**config.mk**
```make
export PLATFORM = sky130hd
export DESIGN_NAME = instr_fetch_ctrl
export DESIGN_NICKNAME = d
export VERILOG_FILES = /design/src/rtl/fetch_pkg.sv /design/src/rtl/instr_fetch_ctrl.sv
export SDC_FILE = /design/constraint.sdc
export NUM_CORES = 1
export LEC_CHECK = 0
export ABC_CLOCK_PERIOD_IN_PS = 2450
export CORE_MARGIN = 2
export CORE_UTILIZATION = 45
export DETAILED_ROUTE_END_ITERATION = 12
export PLACE_DENSITY = 0.85
export REMOVE_ABC_BUFFERS = 1
export SETUP_SLACK_MARGIN = 0.4
export SLEW_MARGIN = 15
export SYNTH_ARGS = -nofsm -noshare
export SYNTH_HDL_FRONTEND = slang
export SYNTH_SLANG_ARGS = --single-unit
```
**constraint.sdc**
```tcl
create_clock -name clk -period 2.45 [get_ports clk]
set_input_delay 0.245 -clock clk [delete_from_list [all_inputs] [get_ports clk]]
set_output_delay 0.245 -clock clk [all_outputs]
set_load 0.005 [all_outputs]
```
**src/rtl/fetch_pkg.sv**
```systemverilog
// Shared types and defaults for the instruction fetch sequencer.
package fetch_pkg;

    localparam int          INSTR_W           = 32;
    localparam logic [31:0] DEFAULT_RESET_PC  = 32'd40;
    localparam int          DEFAULT_MEM_WORDS = 250;

    typedef enum logic [2:0] {
        IDLE,
        REQ,
        HOLD,
        DRAIN,
        FAULT
    } fetch_state_t;

    // A fetch address is legal when it is below the byte size of the memory.
    function automatic logic pc_in_range(input logic [31:0] addr, input int mem_words);
        return addr < 32'(4 * mem_words);
    endfunction

endpackage

```
**src/rtl/instr_fetch_ctrl.sv**
```systemverilog
// Fetch sequencer: owns the PC, reads instruction words over req/ack and
// presents them to decode over valid/ready, with redirect and fault handling.
//
// state | meaning
// IDLE  | not fetching; waits for run, accepts redirects into pc
// REQ   | read request for pc outstanding
// HOLD  | instruction presented to decode, waiting for if_ready
// DRAIN | wrong-path read still outstanding; its data is discarded on ack
// FAULT | illegal pc seen; fetch halted until reset
module instr_fetch_ctrl
    import fetch_pkg::*;
#(
    parameter logic [31:0] RESET_PC  = DEFAULT_RESET_PC,
    parameter int          MEM_WORDS = DEFAULT_MEM_WORDS
) (
    input  logic               clk,
    input  logic               rst_n,
    input  logic               run,
    output logic               mem_req,
    output logic [31:0]        mem_addr,
    input  logic               mem_ack,
    input  logic [INSTR_W-1:0] mem_rdata,
    output logic               if_valid,
    input  logic               if_ready,
    output logic [INSTR_W-1:0] if_instr,
    output logic [31:0]        if_pc,
    input  logic               redirect_valid,
    input  logic [31:0]        redirect_pc,
    output logic               fault,
    output logic [31:0]        fetch_count
);

    fetch_state_t       state, state_n;
    logic [31:0]        pc, pc_n;
    logic [31:0]        pending_pc, pending_n;
    logic [INSTR_W-1:0] instr_n;
    logic [31:0]        ifpc_n;
    logic               valid_n;
    logic               fault_n;
    logic [31:0]        count_n;
    logic [31:0]        target;
    logic               misaligned;

    assign misaligned = redirect_valid && (redirect_pc[1:0] != 2'b00);

    // pc is not touched while a wrong-path read drains, so it is also the
    // outstanding address in DRAIN.
    assign mem_addr = pc;
    assign mem_req  = (state == REQ) || (state == DRAIN);

    // State and datapath registers.
    always_ff @(posedge clk or negedge rst_n) begin
        if (!rst_n) begin
            state       <= IDLE;
            pc          <= RESET_PC;
            pending_pc  <= 32'd0;
            if_instr    <= '0;
            if_pc       <= 32'd0;
            if_valid    <= 1'b0;
            fault       <= 1'b0;
            fetch_count <= 32'd0;
        end else begin
            state       <= state_n;
            pc          <= pc_n;
            pending_pc  <= pending_n;
            if_instr    <= instr_n;
            if_pc       <= ifpc_n;
            if_valid    <= valid_n;
            fault       <= fault_n;
            fetch_count <= count_n;
        end
    end

    // Next-state and next-datapath decisions; every path into REQ is range checked.
    always_comb begin
        state_n   = state;
        pc_n      = pc;
        pending_n = pending_pc;
        instr_n   = if_instr;
        ifpc_n    = if_pc;
        valid_n   = if_valid;
        fault_n   = fault;
        count_n   = fetch_count;
        target    = pc;

        if ((state != FAULT) && misaligned) begin
            state_n = FAULT;
        end else begin
            case (state)
                IDLE: begin
                    if (redirect_valid) begin
                        target = redirect_pc;
                        pc_n   = redirect_pc;
                    end
                    if (run) begin
                        state_n = pc_in_range(target, MEM_WORDS) ? REQ : FAULT;
                    end
                end
                REQ: begin
                    if (mem_ack) begin
                        if (redirect_valid) begin
                            pc_n    = redirect_pc;
                            state_n = pc_in_range(redirect_pc, MEM_WORDS) ? REQ : FAULT;
                        end else begin
                            instr_n = mem_rdata;
                            ifpc_n  = pc;
                            pc_n    = pc + 32'd4;
                            valid_n = 1'b1;
                            state_n = HOLD;
                        end
                    end else if (redirect_valid) begin
                        pending_n = redirect_pc;
                        state_n   = DRAIN;
                    end
                end
                DRAIN: begin
                    target = redirect_valid ? redirect_pc : pending_pc;
                    if (redirect_valid) begin
                        pending_n = redirect_pc;
                    end
                    if (mem_ack) begin
                        pc_n    = target;
                        state_n = pc_in_range(target, MEM_WORDS) ? REQ : FAULT;
                    end
                end
                HOLD: begin
                    if (redirect_valid) begin
                        valid_n = 1'b0;
                        pc_n    = redirect_pc;
                        state_n = pc_in_range(redirect_pc, MEM_WORDS) ? REQ : FAULT;
                    end else if (if_ready) begin
                        count_n = fetch_count + 32'd1;
                        valid_n = 1'b0;
                        if (run) begin
                            state_n = pc_in_range(pc, MEM_WORDS) ? REQ : FAULT;
                        end else begin
                            state_n = IDLE;
                        end
                    end
                end
                FAULT: begin
                    state_n = FAULT;
                end
                default: begin
                    state_n = FAULT;
                end
            endcase
        end

        // Any entry into FAULT latches the flag and withdraws the instruction.
        if (state_n == FAULT) begin
            fault_n = 1'b1;
            valid_n = 1'b0;
        end
    end

endmodule

```
# --- Word level (Yosys, flattened, before mapping) ---
# Cells that the tools add are included.
word_totals:
  register_bits: 165
  input_bits: 70
  out_inout_bits: 131
op_classes:
  magnitude_cmp: 4
  add_sub_neg: 2
  n_reduce_logical: 14
  bitwise_logic: 2
  eq_ne: 12
  mux: 31
ops:
  columns: ["cell", "n"]
  rows:
  - ["$mux 32", 8]
  - ["$lt 32x10->1 const B", 4]
  - ["$pmux 32 s3", 1]
  - ["$pmux 32 s2", 1]
  - ["$mux 3", 13]
  - ["$add 32x1->32 const B", 1]
  - ["$add 32x3->32 const B", 1]
  - ["$pmux 3 s4", 1]
  - ["$reduce_and 4->1", 3]
  - ["$eq 3x2->1 const B", 2]
  - ["$mux 1", 6]
  - ["$ne 2x2->1 const B", 3]
  - ["$ne 3x2->1 const B", 2]
  - ["$reduce_bool 3->1", 2]
  - ["$reduce_and 5->1", 1]
  - ["$ne 4x4->1 const B", 1]
  - ["$reduce_bool 2->1", 2]
  - ["$eq 3x1->1 const B", 1]
  - ["$eq 3x3->1 const B", 1]
  - ["$logic_not 3->1", 1]
  - ["$ne 3x3->1 const B", 1]
  - ["$reduce_and 3->1", 1]
  - ["$logic_and 1x1->1", 2]
  - ["$ne 2x1->1 const B", 1]
  - ["4 further kinds", 5]

# --- Depth between registers and ports, before layout ---
depth:
  word_depth: 12
  depth_mapped: 10

# --- Least setup slack after synthesis ---
# No wires, ideal clock.
synth_path:
  path_type: "register to register"
  from: "register pc[3] (netlist: mem_addr[3])"
  to: "register pc[28] (netlist: mem_addr[28])"
  synth_period_minus_slack_ns: 2.416
  setup_slack_ns: 0.034
  n_path_buf: 0
  path_stages_with_launch: 8
  arrival_ns: 2.333
  setup_ns: 0.083
  path_cell_list: "dfstp_2 -> ha_1 -> nand3_1 -> or3_1 -> or3_1 -> nor4_1 -> mux2_2 -> o22ai_1"
synth_between:
  elab_chain_cells: 4
synth_rtl:
  columns: ["item", "line", "source"]
  rows:
  - ["start, declared", "instr_fetch_ctrl.sv:34", "logic [31:0] pc, pc_n;"]
  - ["start signal, assigned", "instr_fetch_ctrl.sv:64", "pc <= pc_n;"]
  - ["$add 32x3->32", "instr_fetch_ctrl.sv:107", "pc_n = pc + 32'd4;"]
  - ["$mux 32", "instr_fetch_ctrl.sv:101", "if (redirect_valid) begin"]
  - ["$mux 32", "instr_fetch_ctrl.sv:100", "if (mem_ack) begin"]
  - ["$pmux 32 s3", "instr_fetch_ctrl.sv:89", "case (state)"]
# Every way passes these cells. The select of a mux whose other input is x is not followed.
# A chain may end at the register's enable or synchronous reset.

# --- Final worst setup path ---
layout_path:
  from: "register pc[3] (netlist: mem_addr[3])"
  to: "register pc[26] (netlist: mem_addr[26])"
# Same word-level chain as after synthesis.

==> flow_summary_export.csv <==
group,metric,value,unit
worst_setup_path,cp_max_fo,2,
synth,synthMuxAreaShare,12.7,%
placed_design,port_buffers,200,
synth,synth_fa_ha_area_share,0.303,%
finish,n_fill_cell,1292,
worst_setup_path,required,2.72,ns
timing,hold_viol,0,
worst_setup_path,startpoint_type,"flop",
grt,overflow,0,
drt,detail-route-antenna-nets,0,
worst_setup_path,crit_arrival,2.54,ns
finish,layout-drive-gt1-share,26.5,%
timing,max_freq,439,MHz
synth,synth_top_family_by_area,"simple AND/OR/NAND/NOR gates",
hold_path,hold_path_class,"in2async",
synth,syn-mean-instance-area,10.4,um^2
synth,synthSimpleGateAreaFrac,16.1,%
synth,synth_top_cell_by_area,"dfrtp_1",
synth,ys_warn_count,0,
worst_setup_path,cpMostUsedCell,"buf_4",
timing,finalSetupViolCount,0,
synth,synth_compound_area_share,13.5,%
synth,netlist_instances,794,
placed_design,place.gp.congestion,0.910,
synth,yosysUniqueCellTypes,64,
timing,fin_setup_tns,0,ns
timing,tightest_slew,0.642,ns
drt,drcViolationCount,0,
drt,vias,7834,
clock_network,cts_tree,"yes",
synth,async_reset_ff_share,100,%
synth,syn-cell-area,0.00827,mm^2
finish,syn_to_final_growth,46.8,%
die,dieArea,0.0195,mm^2
synth,yosysSeqAreaShare,50.0,%
drt,drt_wl_total,25900,um
worst_setup_path,endpoint,"mem_addr[26]$_DFFE_PN0P_",
grt,grt_max_degree,65,
worst_setup_path,cpPeakStageDelay,0.56,ns
clock_network,numCtsBuffers,17,
clock_network,insertion_delay,0.43,ns
die,core,0.0180,mm^2
drt,avgViaCountPerCell,6.08,
worst_setup_path,r2r-start,"mem_addr[3]$_DFFE_PN1P_",
grt,grt_pass1_vias,7922,
die,die_w,140,um
run_status,status,"completed",
finish,seqCellArea,0.00413,mm^2
job,drv_cap,0,
power_and_ir_drop,p_leak,5.37,nW
drt,routedWlPerCell,20.1,um
timing,rsz0062_at_grt,"yes",
worst_setup_path,path_delay_family,"simple AND/OR/NAND/NOR gates",
grt,grt_pass1_wl,40900,um
die,io_pins,201,
worst_setup_path,worst-path-stages,8,
worst_setup_path,reg2reg_to,"mem_addr[26]$_DFFE_PN0P_",
worst_setup_path,crit_buf_inv,3,
synth,synth_seq_cells,165,
clock_network,cts_buffer_depth,2,
die,start_util,46.0,%
clock_network,cts_sinks,165,
drt,initialDrtViolationCount,793,
placed_design,dp_hpwl,17800,um
worst_setup_path,reg2reg_depth,8,
timing,layout_min_cycle_time,2.28,ns
power_and_ir_drop,p_per_area,474,mW/mm^2
die,die_y,140,um
finish,final_common_cell,"clkdlybuf4s50_1",
worst_setup_path,endpoint_kind,"flop",
worst_setup_path,crit_chain,"ha_4 -> nand3_2 -> or3_4 -> buf_4 -> buf_6 -> buf_4 -> nor4_1 -> o221ai_1",
grt,antenna_found_initial,0,
timing,slew_viol_final,0,
grt,grt_use_total,26.1,%
timing,finalCritPeriodShare,92.9,%
synth,synth_ff_type,"dfrtp_1",
finish,multi_input_area,0.00421,mm^2
finish,final_core_util,67.5,%
synth,yosys.area.top_type_share,49.3,%
worst_setup_path,reg2reg_setup_slack,0.17,ns
synth,synth.area.top_cells,"dfrtp_1, mux2_2, o21ai_0",
worst_setup_path,path_class,"reg2reg",
worst_setup_path,cpMaxStageDelayCell,"dfstp_2",
synth,synth_edf_count,0,
finish,final_nets,1118,
die,placementRows,49,
finish,final_cell_mix,"clkdlybuf4s50_1, dfrtp_1, mux2_2",
drt,dr.pass1.iters,8,
timing,maxSlewHeadroom,57.2,%
power_and_ir_drop,ir_worst_vdd,0.518,mV
clock_network,clkTransAtPathRegs,0.07,ns
finish,diodes,0,
clock_network,root_buffer,"clkbuf_16",
clock_network,h-tree-depth,4,
synth,synth_xor_area_share,3.71,%
worst_setup_path,cp-startpoint,"mem_addr[3]$_DFFE_PN1P_",
timing,finalClockSkew,0.0114,ns
## metrics by stage
| stage | instance area, um^2 | hold slack, ns | setup WS, ns | total power, mW | std cells |
|---|---|---|---|---|---|
| after CTS | 11900 | 0.405 | 0.239 | 5.79 | 1280 |
| final | 12100 | 0.372 | 0.173 | 5.75 | 1288 |
| after floorplan | 8030 | -0.0506 | -1.69 | 2.85 | 735 |
| after global routing | 12100 | 0.417 | 0.165 | 5.93 | 1288 |
| after global placement | 11000 | 0.286 | -0.0428 | 3.12 | 1243 |
| after detailed placement | 11000 | 0.288 | -0.172 | 3.13 | 1243 |
## worst min-delay path by stage
| stage | from | endpoint | slack [ns] |
|---|---|---|---|
| 6_report | rst_n | if_instr[7]$_DFFE_PN0P_ | 0.37 |
| 5_1_grt | mem_rdata[24] | if_instr[24]$_DFFE_PN0P_ | 0.42 |
| 4_1_cts | redirect_valid | fetch_count[0]$_DFFE_PN0P_ | 0.40 |
| 3_5_place_dp | rst_n | if_instr[7]$_DFFE_PN0P_ | 0.29 |
| 3_3_place_gp | rst_n | if_instr[7]$_DFFE_PN0P_ | 0.29 |
| 2_1_floorplan | rst_n | fault$_DFFE_PN0N_ | -0.05 |
## final cells by class
| class | instances | area share (%) |
|---|---|---|
| clock inverters | 11 | 1.05 |
| repair buffers | 292 | 23.5 |
| flip-flops and latches | 165 | 34.1 |
| inverters | 18 | 0.557 |
| multi-input cells | 552 | 34.7 |
| clock buffers | 21 | 3.79 |
| well taps | 229 | 2.36 |
## logic make-up (layout without fill, tap and decap cells)
| kind of cell | count (synthesis) | in the layout |
|---|---|---|
| XOR/XNOR | 35 | 35 |
| AO/OA/AOI/OAI | 164 | 164 |
| adder cells (fa/ha/maj) | 2 | 2 |
| buffers and inverters | 77 | 342 |
| flip-flops | 165 | 165 |
| AND/OR/NAND/NOR | 257 | 257 |
| multiplexers | 94 | 94 |
## worst reg2reg max path: stages, from the launching register on
cell	delay (ns)
dfstp_2	0.56
ha_4	0.14
nand3_2	0.07
or3_4	0.36
buf_4	0.15
buf_6	0.11
buf_4	0.13
nor4_1	0.40
o221ai_1	0.21
## layer usage
layer | routed length [um] | GRT usage, % | vias to the layer above | share of wire (%)
met5 | 0 | 0 | - | 0
met4 | 908 | 13.2 | 0 | 3.5
met3 | 2290 | 5.75 | 87 | 8.8
met2 | 12800 | 42.7 | 521 | 49
met1 | 9910 | 32.8 | 3796 | 38
li1 | - | - | 3430 | -
## Yosys cell counts, types with 5 or more instances
cell / n
nor2_1: 54
mux2_2: 89
nand2_1: 61
xor2_1: 14
nand2b_1: 5
nand4_1: 17
nor3_1: 22
mux2i_1: 5
dfrtp_1: 163
and3_1: 17
clkbuf_1: 45
a221oi_1: 9
o211ai_1: 9
a22oi_1: 12
o311ai_0: 5
o21ai_0: 55
inv_1: 18
nor4_1: 18
xnor2_1: 21
a221o_1: 10
a21oi_1: 18
buf_2: 9
nand3_1: 29
o22ai_1: 7
and2_1: 5
## repair_timing
item                       4_1_cts  5_1_grt
pin swaps                       15       25
setup endpoints to repair       89       53
gates cloned                     0        0
resized for setup               46       58
buffers inserted                 4        8
hold endpoints to repair        59        0
hold buffers                     1        0
## sequential cells by signal, summed over array words and instances (netlist names)
name / flops
if_instr: 32
if_pc: 32
pending_pc: 32
fetch_count: 32
fault: 1
if_valid: 1
state: 3
mem_addr: 32
## power by group
part / internal [mW] / total [mW] / leakage [nW] / switching, mW
sequential: 2.73 / 2.74 / 2.26 / 0.00720
clock: 1.56 / 2.67 / 0.279 / 1.11
combinational: 0.175 / 0.351 / 2.84 / 0.176
No activity file was read; power rests on OpenSTA's default activity.
